$ cat config.mk
export PLATFORM = sky130hd
export DESIGN_NAME = pipe_mem_stage
export DESIGN_NICKNAME = d
export VERILOG_FILES = /design/src/rtl/pipe_pkg.sv /design/src/rtl/mem_bus_fsm.sv /design/src/rtl/pipe_mem_stage.sv
export SDC_FILE = /design/constraint.sdc
export NUM_CORES = 1
export LEC_CHECK = 0
export ABC_AREA = 0
export BUFFER_PORTS_ARGS = -buffer_cell sky130_fd_sc_hd__clkbuf_2
export CAP_MARGIN = 20
export CELL_PAD_IN_SITES_DETAIL_PLACEMENT = 0
export CELL_PAD_IN_SITES_GLOBAL_PLACEMENT = 2
export CORE_MARGIN = 2
export CORE_UTILIZATION = 27
export CTS_CLUSTER_DIAMETER = 200
export DETAILED_ROUTE_END_ITERATION = 16
export PLACE_DENSITY = 0.82
export SYNTH_ARGS = -nofsm -noshare
export SYNTH_HDL_FRONTEND = slang
export SYNTH_SLANG_ARGS = --single-unit
$ cat constraint.sdc
create_clock -name clock -period 2.4 [get_ports clock]
set_input_delay 0.36 -clock clock [delete_from_list [all_inputs] [get_ports clock]]
set_output_delay 0.36 -clock clock [all_outputs]
set_load 0.01 [all_outputs]
$ cat src/rtl/pipe_pkg.sv
// Shared types and constants for the MEM stage of the 5-stage pipeline.
package pipe_pkg;

  typedef enum logic {
    ST_IDLE = 1'b0,
    ST_BUSY = 1'b1
  } bus_state_e;

  localparam int          TIMEOUT_DEF  = 15;
  localparam int          CW_DEF       = 4;
  localparam logic [31:0] BUS_ERR_DATA = 32'h0;

  typedef struct packed {
    logic        valid;
    logic [31:0] alu;
    logic [31:0] b;
    logic [4:0]  rn;
    logic        wreg;
    logic        m2reg;
    logic        wmem;
  } exmem_t;

  function automatic logic word_misaligned(input logic [31:0] addr);
    return addr[1:0] != 2'b00;
  endfunction

endpackage

$ cat src/rtl/mem_bus_fsm.sv
// Bus sequencer for the MEM stage: request/stall generation with a wait-cycle timeout.
//  state   | meaning
//  IDLE    | no access outstanding; a new access may complete with zero wait
//  BUSY    | request held on the bus, waiting for bus_ready or timeout
module mem_bus_fsm
  import pipe_pkg::*;
#(
  parameter int TIMEOUT = TIMEOUT_DEF,
  parameter int CW      = CW_DEF
) (
  input  logic clock,
  input  logic resetn,
  input  logic issue,
  input  logic bus_ready,
  output logic bus_req,
  output logic mstall,
  output logic timeout_hit
);

  localparam logic [CW-1:0] TO_VAL = CW'(TIMEOUT);

  bus_state_e    state_q, state_d;
  logic [CW-1:0] cnt_q, cnt_d;

  always_ff @(posedge clock or negedge resetn) begin
    if (!resetn) begin
      state_q <= ST_IDLE;
      cnt_q   <= '0;
    end else begin
      state_q <= state_d;
      cnt_q   <= cnt_d;
    end
  end

  always_comb begin
    state_d     = state_q;
    cnt_d       = cnt_q;
    bus_req     = 1'b0;
    timeout_hit = 1'b0;
    case (state_q)
      ST_IDLE: begin
        bus_req = issue;
        if (issue && !bus_ready) begin
          state_d = ST_BUSY;
          cnt_d   = CW'(1);
        end
      end
      ST_BUSY: begin
        bus_req     = 1'b1;
        timeout_hit = (cnt_q == TO_VAL);
        // bus_ready takes priority when it coincides with the timeout
        if (bus_ready || timeout_hit) begin
          state_d = ST_IDLE;
          cnt_d   = '0;
        end else begin
          cnt_d = cnt_q + 1'b1;
        end
      end
      default: begin
        state_d = ST_IDLE;
        cnt_d   = '0;
      end
    endcase
  end

  assign mstall = bus_req & ~bus_ready & ~timeout_hit;

endmodule

$ cat src/rtl/pipe_mem_stage.sv
// MEM stage: EXE/MEM input register, word load/store over a ready-handshake bus,
// alignment check and qualification of the results passed to MEM/WB.
module pipe_mem_stage
  import pipe_pkg::*;
#(
  parameter int TIMEOUT = TIMEOUT_DEF,
  parameter int CW      = CW_DEF
) (
  input  logic        clock,
  input  logic        resetn,
  input  logic        evalid,
  input  logic [31:0] ealu,
  input  logic [31:0] eb,
  input  logic [4:0]  ern,
  input  logic        ewreg,
  input  logic        em2reg,
  input  logic        ewmem,
  output logic        mstall,
  output logic [31:0] malu,
  output logic [31:0] mmo,
  output logic [4:0]  mrn,
  output logic        mwreg,
  output logic        mm2reg,
  output logic        merr,
  output logic        bus_req,
  output logic        bus_we,
  output logic [31:0] bus_addr,
  output logic [31:0] bus_wdata,
  input  logic [31:0] bus_rdata,
  input  logic        bus_ready
);

  exmem_t ex_q, ex_d;
  logic   memop, misal, issue, timeout_hit;

  always_ff @(posedge clock or negedge resetn) begin
    if (!resetn) ex_q <= '0;
    else         ex_q <= ex_d;
  end

  always_comb begin
    ex_d = ex_q;
    if (!mstall) begin
      ex_d.valid = evalid;
      ex_d.alu   = ealu;
      ex_d.b     = eb;
      ex_d.rn    = ern;
      ex_d.wreg  = ewreg;
      ex_d.m2reg = em2reg;
      ex_d.wmem  = ewmem;
    end
  end

  assign memop = ex_q.valid & (ex_q.m2reg | ex_q.wmem);
  assign misal = memop & word_misaligned(ex_q.alu);
  assign issue = memop & ~misal;

  mem_bus_fsm #(
    .TIMEOUT(TIMEOUT),
    .CW     (CW)
  ) u_bus_fsm (
    .clock      (clock),
    .resetn     (resetn),
    .issue      (issue),
    .bus_ready  (bus_ready),
    .bus_req    (bus_req),
    .mstall     (mstall),
    .timeout_hit(timeout_hit)
  );

  // An aborted or misaligned access must not reach the register file
  assign merr   = misal | (timeout_hit & ~bus_ready);
  assign mwreg  = ex_q.valid & ex_q.wreg & ~merr;
  assign mmo    = (bus_req & ex_q.m2reg & bus_ready) ? bus_rdata : BUS_ERR_DATA;

  assign malu      = ex_q.alu;
  assign mrn       = ex_q.rn;
  assign mm2reg    = ex_q.m2reg;
  assign bus_we    = ex_q.wmem;
  assign bus_addr  = {ex_q.alu[31:2], 2'b00};
  assign bus_wdata = ex_q.b;

endmodule

==> impl_results.md <==
- DR pass1 iterations: 4
- GRT Total Usage: 0.103
- Layout cells sized above 1: 0.711
- PortBufs: 244
- Die Span X: 131 um
- Largest net degree at the start of global routing: 50
- Placement Cell Area: 5020 um^2
- Cts repair resizes: 0
- Final Setup Violations: 0
- Seq pwr share: 0.410
- Sequential share of the synthesized area: 0.449
- #FFs+latches synth: 78
- Number of global-route vias before repair: 2651
- Async S/R FF share, synth: 1.00
- I/O pins: 247
- Yosys warns: 0
- Critical setup path kind: reg -> out
- Period minus WS final: 2.30 ns
- FF-to-FF path depth: 4
- Most frequent cell after synthesis: buf_4
- Initial Util: 0.275
- Die ar.: 17100 um^2
- Hold Path Class: in -> reg
- Total gr overflow: 0
- Clock buffer depth: 2
- Syn Area/Cell: 13.3 um^2
- Clock latency at the later pin of the worst-skew pair: 0.34 ns
- First-pass GRT wire length: 13300 um
- Post-Route WL: 9320 um
- P_int: 2.77 mW
- Placed cells: 680
- Area growth syn-to-layout: 23.4%
- Crit path cell chain: nor4_1 -> a22o_4 -> buf_12 -> clkbuf_2
- HPWL after detailed placement: 7090 um
- RR Endpoint: bus_wdata[24]
- Wl on met1: 3720 um
- Switching Share: 0.268
- FILL cells: 1574
- Pins Over Slew Limit: 0
- DRC: 0
- CTS tree: done
- Most frequent cells after synthesis: 101 x buf_4, 78 x dfrtp_1, 59 x mux2_4
- Hold Slack: 0.246 ns
- Post-synth top area share: 0.449
- Reg2Reg Setup Slack: 0.49 ns
- Slowest stage cell, crit path: nor4_1
- CTS H-tree depth: 3
- Crit end category: primary output
- Leak: 2.74 nW
- Vias per cell: 4.02
- Setup bufs post-CTS: 0
- Rows: 46
- Die height: 131 um
- Iter 0 DRT Violations: 90
- Crit path launch type: register
- Status: completed
- CTS Hold Bufs: 1
- Post-Syn Area: 4350 um^2
- FMAX: 435 MHz
- CP peak stage delay: 0.49 ns
- WP data arrival: 1.94 ns
- Crit Reg-Reg Startpoint: u_bus_fsm.state_q
- Clk pin slew, worst setup/hold paths: 0.06 ns
- Combinational fraction of design power: 0.196
- Clock power frac: 0.395
- Power Density: 705 nW/um^2
- Synth area leaders: dfrtp_1 45%, mux2_4 20%, buf_4 17%
- CTS buffer count: 9
- Clock Sinks: 78
- Total negative setup slack: 0 ns
- Top cell type by total area after synthesis: dfrtp_1
- Ant. Diodes: 0
- Clk root buf: clkbuf_16
- Mapped Cells: 328
- Switching Power: 1.01 mW
- Post-DRT Antenna Nets: 0
- WL met2: 4680 um
- Initial antenna violation count: 0
- GPL Wtd Cong: 0.720
- Number of synthesized flops with an enable pin: 0
- Hold endpoint: bus_wdata[14]
- CP required: 2.04 ns
- Peak supply drop: 0.000327 V
- Layout Nets: 585
- Avg WL per Cell: 13.4 um
- Fin cells: 697
- Vias after detailed routing: 2804
- WHS Path Cells: 2
- Final hold vios: 0
- Final period util: 0.957
- Peak fanout along the critical path: 33
- Core footprint: 15800 um^2
- HP Start: eb[14]
- Primary FF master, synth: dfrtp_1
- Final instance area: 5360 um^2
- Met3 Wirelength: 719 um
- Max cap viols: 0
- RSZ-0062 raised after global routing: false
- Netlist cell types: 30
- Skew final: 0.00845 ns
- Top Layer Used: met4
-- cell usage in the layout, fill, tap and decap left out, types with 2 or more instances in the layout --
cell type	netlist	routed
dfrtp_1	78	78
o21ai_0	2	2
conb_1	1	2
clkbuf_16	0	9
a22o_1	3	2
nand3_1	2	2
buf_12	6	3
buf_4	101	5
mux2_2	14	14
inv_6	0	3
mux2_4	59	59
nor3b_1	33	33
clkbuf_2	1	243
nor2_1	2	2
nand2_1	2	2
a21oi_1	3	2
bufinv_16	0	2
-- cells by family (layout without fill, tap and decap cells) --
kind of cell,count (synthesis),count (layout),synth area share
xor gates and xnor gates,1,1,0.00202
buffers and inverters,117,269,0.213
muxes,73,73,0.240
adders and majority gates,1,1,0.00288
AOI/OAI and AO/OA,13,13,0.0219
other,1,2,0.000863
and+or+nand+nor,44,44,0.0702
DFF,78,78,0.449
-- critical path: cells and delay by family, from the launching register on --
kind / cells / cell delay [ns]
flip-flops: 1 / 0.43
buffers and inverters: 2 / 0.42
AO/OA/AOI/OAI: 1 / 0.22
AND/OR/NAND/NOR: 1 / 0.49
-- registers in the layout, summed over array words and instances (netlist names) --
signal,flops
u_bus_fsm.state_q,1
bus_wdata,32
u_bus_fsm.cnt_q,4
mm2reg,1
bus_we,1
mrn,5
ex_q,2
malu,32
-- worst max path at each step --
stage          depth (start not counted)         startpoint       to  slack (ns)
3_3_place_gp                           5          bus_ready   mstall        0.51
6_report                               4  u_bus_fsm.state_q   mstall        0.10
5_1_grt                                4  u_bus_fsm.state_q   mstall        0.01
3_5_place_dp                           5          bus_ready   mstall        0.47
2_1_floorplan                          4             bus_we  mmo[10]        0.64
4_1_cts                                4  u_bus_fsm.state_q   mstall        0.12
-- power by group through the flow --
| stage | Sequential (mW) | Clock [mW] | Combinational [mW] |
|---|---|---|---|
| 2_1_floorplan | 1.54 | 0 | 0.652 |
| 6_report | 1.55 | 1.49 | 0.739 |
| 4_1_cts | 1.55 | 1.55 | 0.753 |
| 3_3_place_gp | 1.57 | 0 | 0.740 |
| 5_1_grt | 1.57 | 1.62 | 0.806 |
| 3_5_place_dp | 1.57 | 0 | 0.749 |
-- layer usage --
metal  vias to the layer above  global-route usage
met1                      1343               0.115
li1                       1312                   -
met5                         -                   0
met3                        12              0.0261
met2                       137               0.178
met4                         0              0.0582
-- metrics by stage --
stage               power, mW  worst slack, ns   util
detailed placement       2.32            0.474  0.317
floorplan                2.19            0.638      -
global placement         2.30            0.509  0.317
finish                   3.78            0.103  0.339
CTS                      3.85            0.118  0.339
global route             3.99           0.0104  0.339
-- cell type report --
class                           count  area, um^2  share of cell area
Sequential cell                    78        1950               0.364
Clock inverter                      7         103              0.0191
Clock buffer                        9         225              0.0420
Tap cell                          216         270              0.0504
Timing Repair Buffer              252        1320               0.247
Inverter                            1        3.75            0.000700
Multi-Input combinational cell    134        1490               0.277
No activity file was read; power rests on OpenSTA's default activity.
